**config.mk**
```make
export PLATFORM = sky130hd
export DESIGN_NAME = muldiv_unit_flat
export DESIGN_NICKNAME = d
export VERILOG_FILES = /design/src/rtl/muldiv_if.sv /design/src/rtl/muldiv_unit.sv /design/src/flat_wrapper.sv
export SDC_FILE = /design/constraint.sdc
export NUM_CORES = 2
export LEC_CHECK = 0
export ABC_AREA = 1
export BUFFER_PORTS_ARGS = -buffer_cell sky130_fd_sc_hd__buf_2
export CORE_ASPECT_RATIO = 0.7
export CORE_UTILIZATION = 35
export CTS_CLUSTER_SIZE = 25
export DETAILED_ROUTE_END_ITERATION = 10
export PLACE_DENSITY = 0.46
export SKIP_CTS_REPAIR_TIMING = 1
export SYNTH_ARGS = -nofsm -noshare
export SYNTH_HDL_FRONTEND = slang
export SYNTH_SLANG_ARGS = --single-unit
export TNS_END_PERCENT = 5
```
**constraint.sdc**
```tcl
create_clock -name clk -period 8 [get_ports clk]
set_input_delay 1.2 -clock clk [delete_from_list [all_inputs] [get_ports clk]]
set_output_delay 1.2 -clock clk [all_outputs]
set_load 0.01 [all_outputs]
```
**src/rtl/muldiv_if.sv**
```systemverilog
// Request/result bundle between the issue logic and the multiply/divide unit.
// The issue side (master) presents one R-type request per cycle and watches
// req_ready; the unit (slave) returns HI/LO, the MFHI/MFLO result and a done pulse.
interface muldiv_if #(
   parameter int W = 32
);
   logic         req_valid;
   logic         req_ready;
   logic [5:0]   funct;
   logic [W-1:0] rrs;
   logic [W-1:0] rrt;
   logic [W-1:0] rslt;
   logic [W-1:0] hi;
   logic [W-1:0] lo;
   logic         done;

   modport master (
      output req_valid, funct, rrs, rrt,
      input  req_ready, rslt, hi, lo, done
   );

   modport slave (
      input  req_valid, funct, rrs, rrt,
      output req_ready, rslt, hi, lo, done
   );
endinterface

```
**src/rtl/muldiv_unit.sv**
```systemverilog
// Multiply/divide unit with its own HI/LO pair. Multiplies complete after a
// fixed latency; divides run a radix-2 restoring loop followed by a two-cycle
// sign fix-up. MTHI/MTLO/MFHI/MFLO complete at their issue edge.
module muldiv_unit #(
   parameter int W       = 32,
   parameter int MUL_LAT = 3
) (
   input logic     clk,
   input logic     rst,
   muldiv_if.slave bus
);

   localparam logic [5:0] FUNCT_MFHI  = 6'h10;
   localparam logic [5:0] FUNCT_MTHI  = 6'h11;
   localparam logic [5:0] FUNCT_MFLO  = 6'h12;
   localparam logic [5:0] FUNCT_MTLO  = 6'h13;
   localparam logic [5:0] FUNCT_MULT  = 6'h18;
   localparam logic [5:0] FUNCT_MULTU = 6'h19;
   localparam logic [5:0] FUNCT_DIV   = 6'h1A;
   localparam logic [5:0] FUNCT_DIVU  = 6'h1B;

   localparam int              CNT_W    = $clog2(W + MUL_LAT + 1);
   localparam logic [CNT_W-1:0] MUL_LOAD = CNT_W'(MUL_LAT - 1);
   localparam logic [CNT_W-1:0] DIV_LOAD = CNT_W'(W - 1);

   typedef enum logic [1:0] {
      IDLE,
      MUL,
      DIV,
      FIX
   } state_t;

   state_t           r_state;
   state_t           w_nextState;

   logic [CNT_W-1:0] r_cnt;
   logic             r_fixStep;
   logic             r_mulSigned;
   logic             r_negQuot;
   logic             r_negRem;
   logic             r_divZero;
   logic             r_done;
   logic [W-1:0]     r_hi;
   logic [W-1:0]     r_lo;
   logic [W-1:0]     r_rslt;
   logic [W-1:0]     r_mulA;
   logic [W-1:0]     r_mulB;
   logic [W-1:0]     r_divisor;
   logic [W-1:0]     r_quot;
   logic [W-1:0]     r_rem;

   logic             w_busy;
   logic             w_accept;
   logic             w_isMul;
   logic             w_isDiv;
   logic             w_signedOp;
   logic             w_mulWrite;
   logic             w_divStep;
   logic             w_fixNeg;
   logic             w_fixWrite;
   logic [W-1:0]     w_absRs;
   logic [W-1:0]     w_absRt;
   logic [2*W-1:0]   w_mulAExt;
   logic [2*W-1:0]   w_mulBExt;
   logic [2*W-1:0]   w_product;
   logic [W:0]       w_shifted;
   logic [W:0]       w_trial;

   // Issue decode: requests are only taken while idle, so anything presented
   // during a multi-cycle operation simply falls on the floor.
   assign w_busy     = (r_state != IDLE);
   assign w_accept   = bus.req_valid && !w_busy;
   assign w_isMul    = (bus.funct == FUNCT_MULT) || (bus.funct == FUNCT_MULTU);
   assign w_isDiv    = (bus.funct == FUNCT_DIV)  || (bus.funct == FUNCT_DIVU);
   assign w_signedOp = (bus.funct == FUNCT_MULT) || (bus.funct == FUNCT_DIV);

   // The divider works on magnitudes; signs are reapplied in FIX.
   assign w_absRs = (w_signedOp && bus.rrs[W-1]) ? -bus.rrs : bus.rrs;
   assign w_absRt = (w_signedOp && bus.rrt[W-1]) ? -bus.rrt : bus.rrt;

   // Sign-extending to 2W bits lets one unsigned multiplier serve both forms.
   assign w_mulAExt = {{W{r_mulSigned & r_mulA[W-1]}}, r_mulA};
   assign w_mulBExt = {{W{r_mulSigned & r_mulB[W-1]}}, r_mulB};
   assign w_product = w_mulAExt * w_mulBExt;

   // One restoring step: shift the next dividend bit into the partial
   // remainder and try subtracting the divisor. A zero divisor always
   // "succeeds", which yields an all-ones quotient and remainder = dividend.
   assign w_shifted = {r_rem, r_quot[W-1]};
   assign w_trial   = w_shifted - {1'b0, r_divisor};

   // State register.
   always_ff @(posedge clk) begin
      if (rst) begin
         r_state <= IDLE;
      end else begin
         r_state <= w_nextState;
      end
   end

   // Next-state logic and per-state datapath strobes. FIX spends one edge
   // negating the results and a second edge writing them to HI/LO, keeping the
   // negate adders out of the write path.
   always_comb begin
      w_nextState = r_state;
      w_mulWrite  = 1'b0;
      w_divStep   = 1'b0;
      w_fixNeg    = 1'b0;
      w_fixWrite  = 1'b0;
      case (r_state)
         IDLE: begin
            if (w_accept && w_isMul) begin
               w_nextState = MUL;
            end else if (w_accept && w_isDiv) begin
               w_nextState = DIV;
            end
         end
         MUL: begin
            if (r_cnt == '0) begin
               w_mulWrite  = 1'b1;
               w_nextState = IDLE;
            end
         end
         DIV: begin
            w_divStep = 1'b1;
            if (r_cnt == '0) begin
               w_nextState = FIX;
            end
         end
         FIX: begin
            if (!r_fixStep) begin
               w_fixNeg = 1'b1;
            end else begin
               w_fixWrite  = 1'b1;
               w_nextState = IDLE;
            end
         end
         default: begin
            w_nextState = IDLE;
         end
      endcase
   end

   // Operand capture, iteration counter, divide loop and sign fix-up.
   always_ff @(posedge clk) begin
      if (rst) begin
         r_cnt       <= '0;
         r_fixStep   <= 1'b0;
         r_mulSigned <= 1'b0;
         r_negQuot   <= 1'b0;
         r_negRem    <= 1'b0;
         r_divZero   <= 1'b0;
         r_mulA      <= '0;
         r_mulB      <= '0;
         r_divisor   <= '0;
         r_quot      <= '0;
         r_rem       <= '0;
      end else begin
         if (w_accept && w_isMul) begin
            r_mulA      <= bus.rrs;
            r_mulB      <= bus.rrt;
            r_mulSigned <= w_signedOp;
            r_cnt       <= MUL_LOAD;
         end else if (w_accept && w_isDiv) begin
            r_quot    <= w_absRs;
            r_divisor <= w_absRt;
            r_rem     <= '0;
            r_negQuot <= w_signedOp && (bus.rrs[W-1] ^ bus.rrt[W-1]);
            r_negRem  <= w_signedOp && bus.rrs[W-1];
            r_divZero <= (bus.rrt == '0);
            r_cnt     <= DIV_LOAD;
         end else if ((r_state == MUL) || w_divStep) begin
            r_cnt <= r_cnt - 1'b1;
         end

         if (w_divStep) begin
            if (!w_trial[W]) begin
               r_rem  <= w_trial[W-1:0];
               r_quot <= {r_quot[W-2:0], 1'b1};
            end else begin
               r_rem  <= w_shifted[W-1:0];
               r_quot <= {r_quot[W-2:0], 1'b0};
            end
         end

         if (w_fixNeg) begin
            if (r_negQuot && !r_divZero) begin
               r_quot <= -r_quot;
            end
            if (r_negRem) begin
               r_rem <= -r_rem;
            end
         end

         r_fixStep <= w_fixNeg;
      end
   end

   // Architectural HI/LO, the MFHI/MFLO result register and the done pulse.
   // MFHI/MFLO sample the pre-edge HI/LO, so a same-edge move-to reads old data.
   always_ff @(posedge clk) begin
      if (rst) begin
         r_hi   <= '0;
         r_lo   <= '0;
         r_rslt <= '0;
         r_done <= 1'b0;
      end else begin
         r_done <= w_mulWrite || w_fixWrite;

         if (w_accept && (bus.funct == FUNCT_MFHI)) begin
            r_rslt <= r_hi;
         end else if (w_accept && (bus.funct == FUNCT_MFLO)) begin
            r_rslt <= r_lo;
         end

         if (w_mulWrite) begin
            {r_hi, r_lo} <= w_product;
         end else if (w_fixWrite) begin
            r_hi <= r_rem;
            r_lo <= r_quot;
         end else if (w_accept && (bus.funct == FUNCT_MTHI)) begin
            r_hi <= bus.rrs;
         end else if (w_accept && (bus.funct == FUNCT_MTLO)) begin
            r_lo <= bus.rrs;
         end
      end
   end

   assign bus.req_ready = !w_busy;
   assign bus.rslt      = r_rslt;
   assign bus.hi        = r_hi;
   assign bus.lo        = r_lo;
   assign bus.done      = r_done;

endmodule

```
**src/flat_wrapper.sv**
```systemverilog
// flat-port wrapper written by rule: the top's interface ports become plain ports
module muldiv_unit_flat 
#(
   parameter int W       = 32,
   parameter int MUL_LAT = 3
)
  (clk, rst, bus_req_valid, bus_funct, bus_rrs, bus_rrt, bus_req_ready, bus_rslt, bus_hi, bus_lo, bus_done);
  muldiv_if #(.W(W)) bus_i ();
  input logic clk;
  input logic rst;
  input wire logic [$bits(bus_i.req_valid)-1:0] bus_req_valid;
  input wire logic [$bits(bus_i.funct)-1:0] bus_funct;
  input wire logic [$bits(bus_i.rrs)-1:0] bus_rrs;
  input wire logic [$bits(bus_i.rrt)-1:0] bus_rrt;
  output wire logic [$bits(bus_i.req_ready)-1:0] bus_req_ready;
  output wire logic [$bits(bus_i.rslt)-1:0] bus_rslt;
  output wire logic [$bits(bus_i.hi)-1:0] bus_hi;
  output wire logic [$bits(bus_i.lo)-1:0] bus_lo;
  output wire logic [$bits(bus_i.done)-1:0] bus_done;
  assign bus_i.req_valid = bus_req_valid;
  assign bus_i.funct = bus_funct;
  assign bus_i.rrs = bus_rrs;
  assign bus_i.rrt = bus_rrt;
  assign bus_req_ready = bus_i.req_ready;
  assign bus_rslt = bus_i.rslt;
  assign bus_hi = bus_i.hi;
  assign bus_lo = bus_i.lo;
  assign bus_done = bus_i.done;
  muldiv_unit #(.W(W), .MUL_LAT(MUL_LAT)) u_core (.clk(clk), .rst(rst), .bus(bus_i));
endmodule
```
==> results.cfg <==
[route]
drc_errors = 0
wl_per_cell_um = 22.24
first_iter_violations = 4603
first_pass_iters = 6
wirelength_um = 220100
vias = 49990
vias_per_cell = 5.052
ant_nets = 0

[grt]
grt_pass1_vias = 50120
grt_max_degree = 142
grt_use_met2_pct = 38.53
use_met1_pct = 42.74
grt_antenna_before_repair = 13
gr-usage-met3_pct = 4.122
grtUsageTotal_pct = 26.92
grt_pass1_wl_um = 333400
grt-busiest-layer = met1
gr-total-overflow = 0

[synth]
yosys.cell_types.count = 54
synth_fa_ha_area_share_pct = 44.92
yosysWarnings = 0
synth_top_family_by_area = adder cells
synth_seq_cells = 270
synthXorXnorAreaFrac_pct = 1.209
synth_edf_count = 0
synth_simple_gate_area_share_pct = 18.23
syn_avg_cell_area_um2 = 7.371
synth_compound_area_share_pct = 9.959
synth-main-ff-cell = dfxtp_1
seq_area_frac_synth_pct = 9.445
syn_nets = 9216
synthMuxAreaShare_pct = 0.5510
netlist_instances = 7764
syn_area_um2 = 57230
synth_async_sr_flop_share_pct = 0

[final_layout]
drive_gt1_share_pct = 7.182
synthToLayoutAreaGrowth_pct = 9.047
nets = 9200
fillers = 17170
stdcell_count = 9896
finalInstanceArea_um2 = 62400

[critical_path]
worstSetupStartpointType = flip-flop
critical_path_class = reg -> reg
cp_max_fo = 21
cp.arrival_ns = 8.28
reg2reg_slack_ns = 0.25
critPathCaptureType = flip-flop
critPathRequiredTime_ns = 8.53

[sta]
holdWs_ns = 0.4414
slew_violations = 0
clock.fmax_mhz = 129.0
fin_crit_ns = 7.752
fin_skew_ns = 0.03720
setup-violations-final = 0
slew_headroom_pct = 20.67
finalHoldViolCount = 0
max_slew.worst_pin.slew_ns = 1.190
rsz0062_at_grt = yes
fin_crit_sh_pct = 96.90
worst_slack_ns = 0.2484

[placement]
placedCellCount = 9833
dp_hpwl_um = 181700
port_buffers = 170
placed_cell_area_um2 = 61120
place_ws_ns = -0.1944
gp_congestion = 1.012

[cts]
htreeDepth = 2
cts_made_buffers = 34
path_clk_slew_ns = 0.07
root_buffer = clkbuf_16
cts_tree = yes
numClockSinks = 270
clockBufferDepth = 3
clk_latency_ns = 0.62

[floorplan]
io_pins = 171
start_util_pct = 35.45
rows = 123
dieArea_um2 = 165200
fp.dieH_um = 340.3
die_x_um = 485.3
coreArea_um2 = 161400

[power_and_ir_drop]
p_per_area_nw_per_um2 = 169.4
ir_worst_vdd_mv = 1.222
p_leak_nw = 32.81

[worst_hold_path]
hp-class = reg -> reg

[flow_run]
max_cap_viol_count = 0

[status]
status = finished, final reports clean
[worst max-delay path: stages, from the launching register on]
cell and delay (ns):
dfxtp_1 0.60, buf_6 0.32, nand2_1 0.13, fa_1 0.54, inv_1 0.05, fa_1 0.56
fa_1 0.45, fa_1 0.61, fa_1 0.48, fa_1 0.47, fa_1 0.49, inv_1 0.05
fa_1 0.50, inv_1 0.06, ha_1 0.41, nand2_1 0.13, nor2_1 0.26, nand2_1 0.14
inv_1 0.21, nand2_1 0.15, inv_2 0.18, nand3_2 0.19, nand2_1 0.18, xor2_2 0.21
nand2_1 0.13, a21oi_1 0.17
[Yosys cell counts (10+ instances only)]
| cell | instances | area share, % |
|---|---|---|
| nand2_1 | 1781 | 12 |
| buf_2 | 17 | 0.15 |
| nand4_1 | 49 | 0.54 |
| nand3_1 | 205 | 1.8 |
| inv_1 | 1960 | 13 |
| a21oi_2 | 13 | 0.20 |
| o21ai_1 | 12 | 0.10 |
| nand2_2 | 20 | 0.22 |
| or2_2 | 10 | 0.11 |
| nor3_1 | 49 | 0.43 |
| xnor2_1 | 30 | 0.46 |
| fa_1 | 1126 | 39 |
| nand3_2 | 14 | 0.24 |
| mux2_2 | 28 | 0.55 |
| xor2_1 | 49 | 0.75 |
| dfxtp_1 | 270 | 9.4 |
| a31oi_1 | 48 | 0.52 |
| o21ai_0 | 436 | 3.8 |
| o211ai_1 | 20 | 0.26 |
| nor2_1 | 378 | 2.5 |
| clkbuf_1 | 374 | 2.5 |
| nand3b_1 | 14 | 0.18 |
| o21bai_1 | 21 | 0.28 |
| nor4_1 | 11 | 0.12 |
| a21oi_1 | 489 | 4.3 |
| ha_1 | 253 | 5.5 |
[layout make-up]
type | count | area (um^2) | area share [%]
Antenna cell | 2 | 5.005 | 0.008020
Clock buffer | 39 | 889.6 | 1.426
Clock inverter | 18 | 232.7 | 0.3729
Inverter | 1970 | 7411 | 11.88
Multi-Input combinational cell | 5119 | 42960 | 68.85
Sequential cell | 270 | 5425 | 8.694
Tap cell | 2125 | 2659 | 4.261
Timing Repair Buffer | 353 | 2819 | 4.517
[flip-flops by register name (all words and copies together) (netlist names)]
signal	cells
u_core.bus.hi	32
u_core.bus.lo	32
u_core.bus.rslt	32
u_core.r_divisor	32
u_core.r_mulA	32
u_core.r_mulB	32
u_core.r_quot	32
u_core.r_rem	32
u_core.r_cnt	6
u_core.r_state	2
u_core.bus.done	1
u_core.r_divZero	1
u_core.r_fixStep	1
u_core.r_mulSigned	1
u_core.r_negQuot	1
u_core.r_negRem	1
[routing by layer]
layer	vias to the layer above	share of wire, %
met2	1774	41
met3	162	7.6
li1	22910	-
met4	2	1.5
met1	25140	50
met5	-	0.0059
[kinds of logic (layout without fill, tap and decap cells)]
kind of cell	Yosys count	after routing
muxes	28	28
buffers and inverters	2375	2380
xor gates and xnor gates	79	79
DFF	270	270
other	0	2
adders and majority gates	1379	1379
AOI/OAI and AO/OA	1075	1075
and+or+nand+nor	2558	2558
[path summary, 6_finish.rpt]
check	cells past startpoint	endpoint	startpoint
setup / recovery	25	u_core.bus.hi[15]	u_core.r_mulA[19]
hold / removal	2	u_core.bus.rslt[3]	u_core.bus.rslt[3]
setup reg to reg	25	u_core.bus.hi[15]	u_core.r_mulA[19]
hold reg to reg	2	u_core.bus.rslt[3]	u_core.bus.rslt[3]
[placed cells by master, fill, tap and decap left out, drive strengths merged, types with 4 or more instances in the layout]
master    synthesis  final
a31oi            48     48
dfxtp           270    270
o21a              9      9
clkinvlp          0      8
clkbuf          374     39
a21oi           502    502
nand4            49     49
nor4             12     12
a221oi            4      4
nand3b           14     14
xnor2            30     30
nor2            388    388
xor2             49     49
o21ai           449    449
o211ai           20     20
mux2             28     28
o21bai           21     21
buf              31    353
nor3             55     55
fa             1126   1126
o221ai            7      7
nand3           219    219
nand2          1802   1802
ha              253    253
inv            1967   1967
o31ai             5      5
clkinv            3     10
or2              11     11
[power breakdown]
part	internal (W)	leakage [nW]	total (W)	switching, W
registers	0.00154	2.19	0.00188	0.000336
clock network	0.000909	0.534	0.00168	0.000769
logic	0.00200	30.1	0.00702	0.00502
total	0.00445	32.8	0.0106	0.00612
[stage by stage]
stage          TNS [ns]  total power, W  utilization (%)
6_report              0         0.01057            38.66
5_1_grt         -0.1003         0.01136            38.65
4_1_cts         -0.4108         0.01047            38.56
3_5_place_dp    -0.3280        0.008752            37.86
3_3_place_gp    -0.5467        0.008767            37.86
2_1_floorplan         0        0.006534                -
Note: power is estimated with default switching activity, not from simulation.
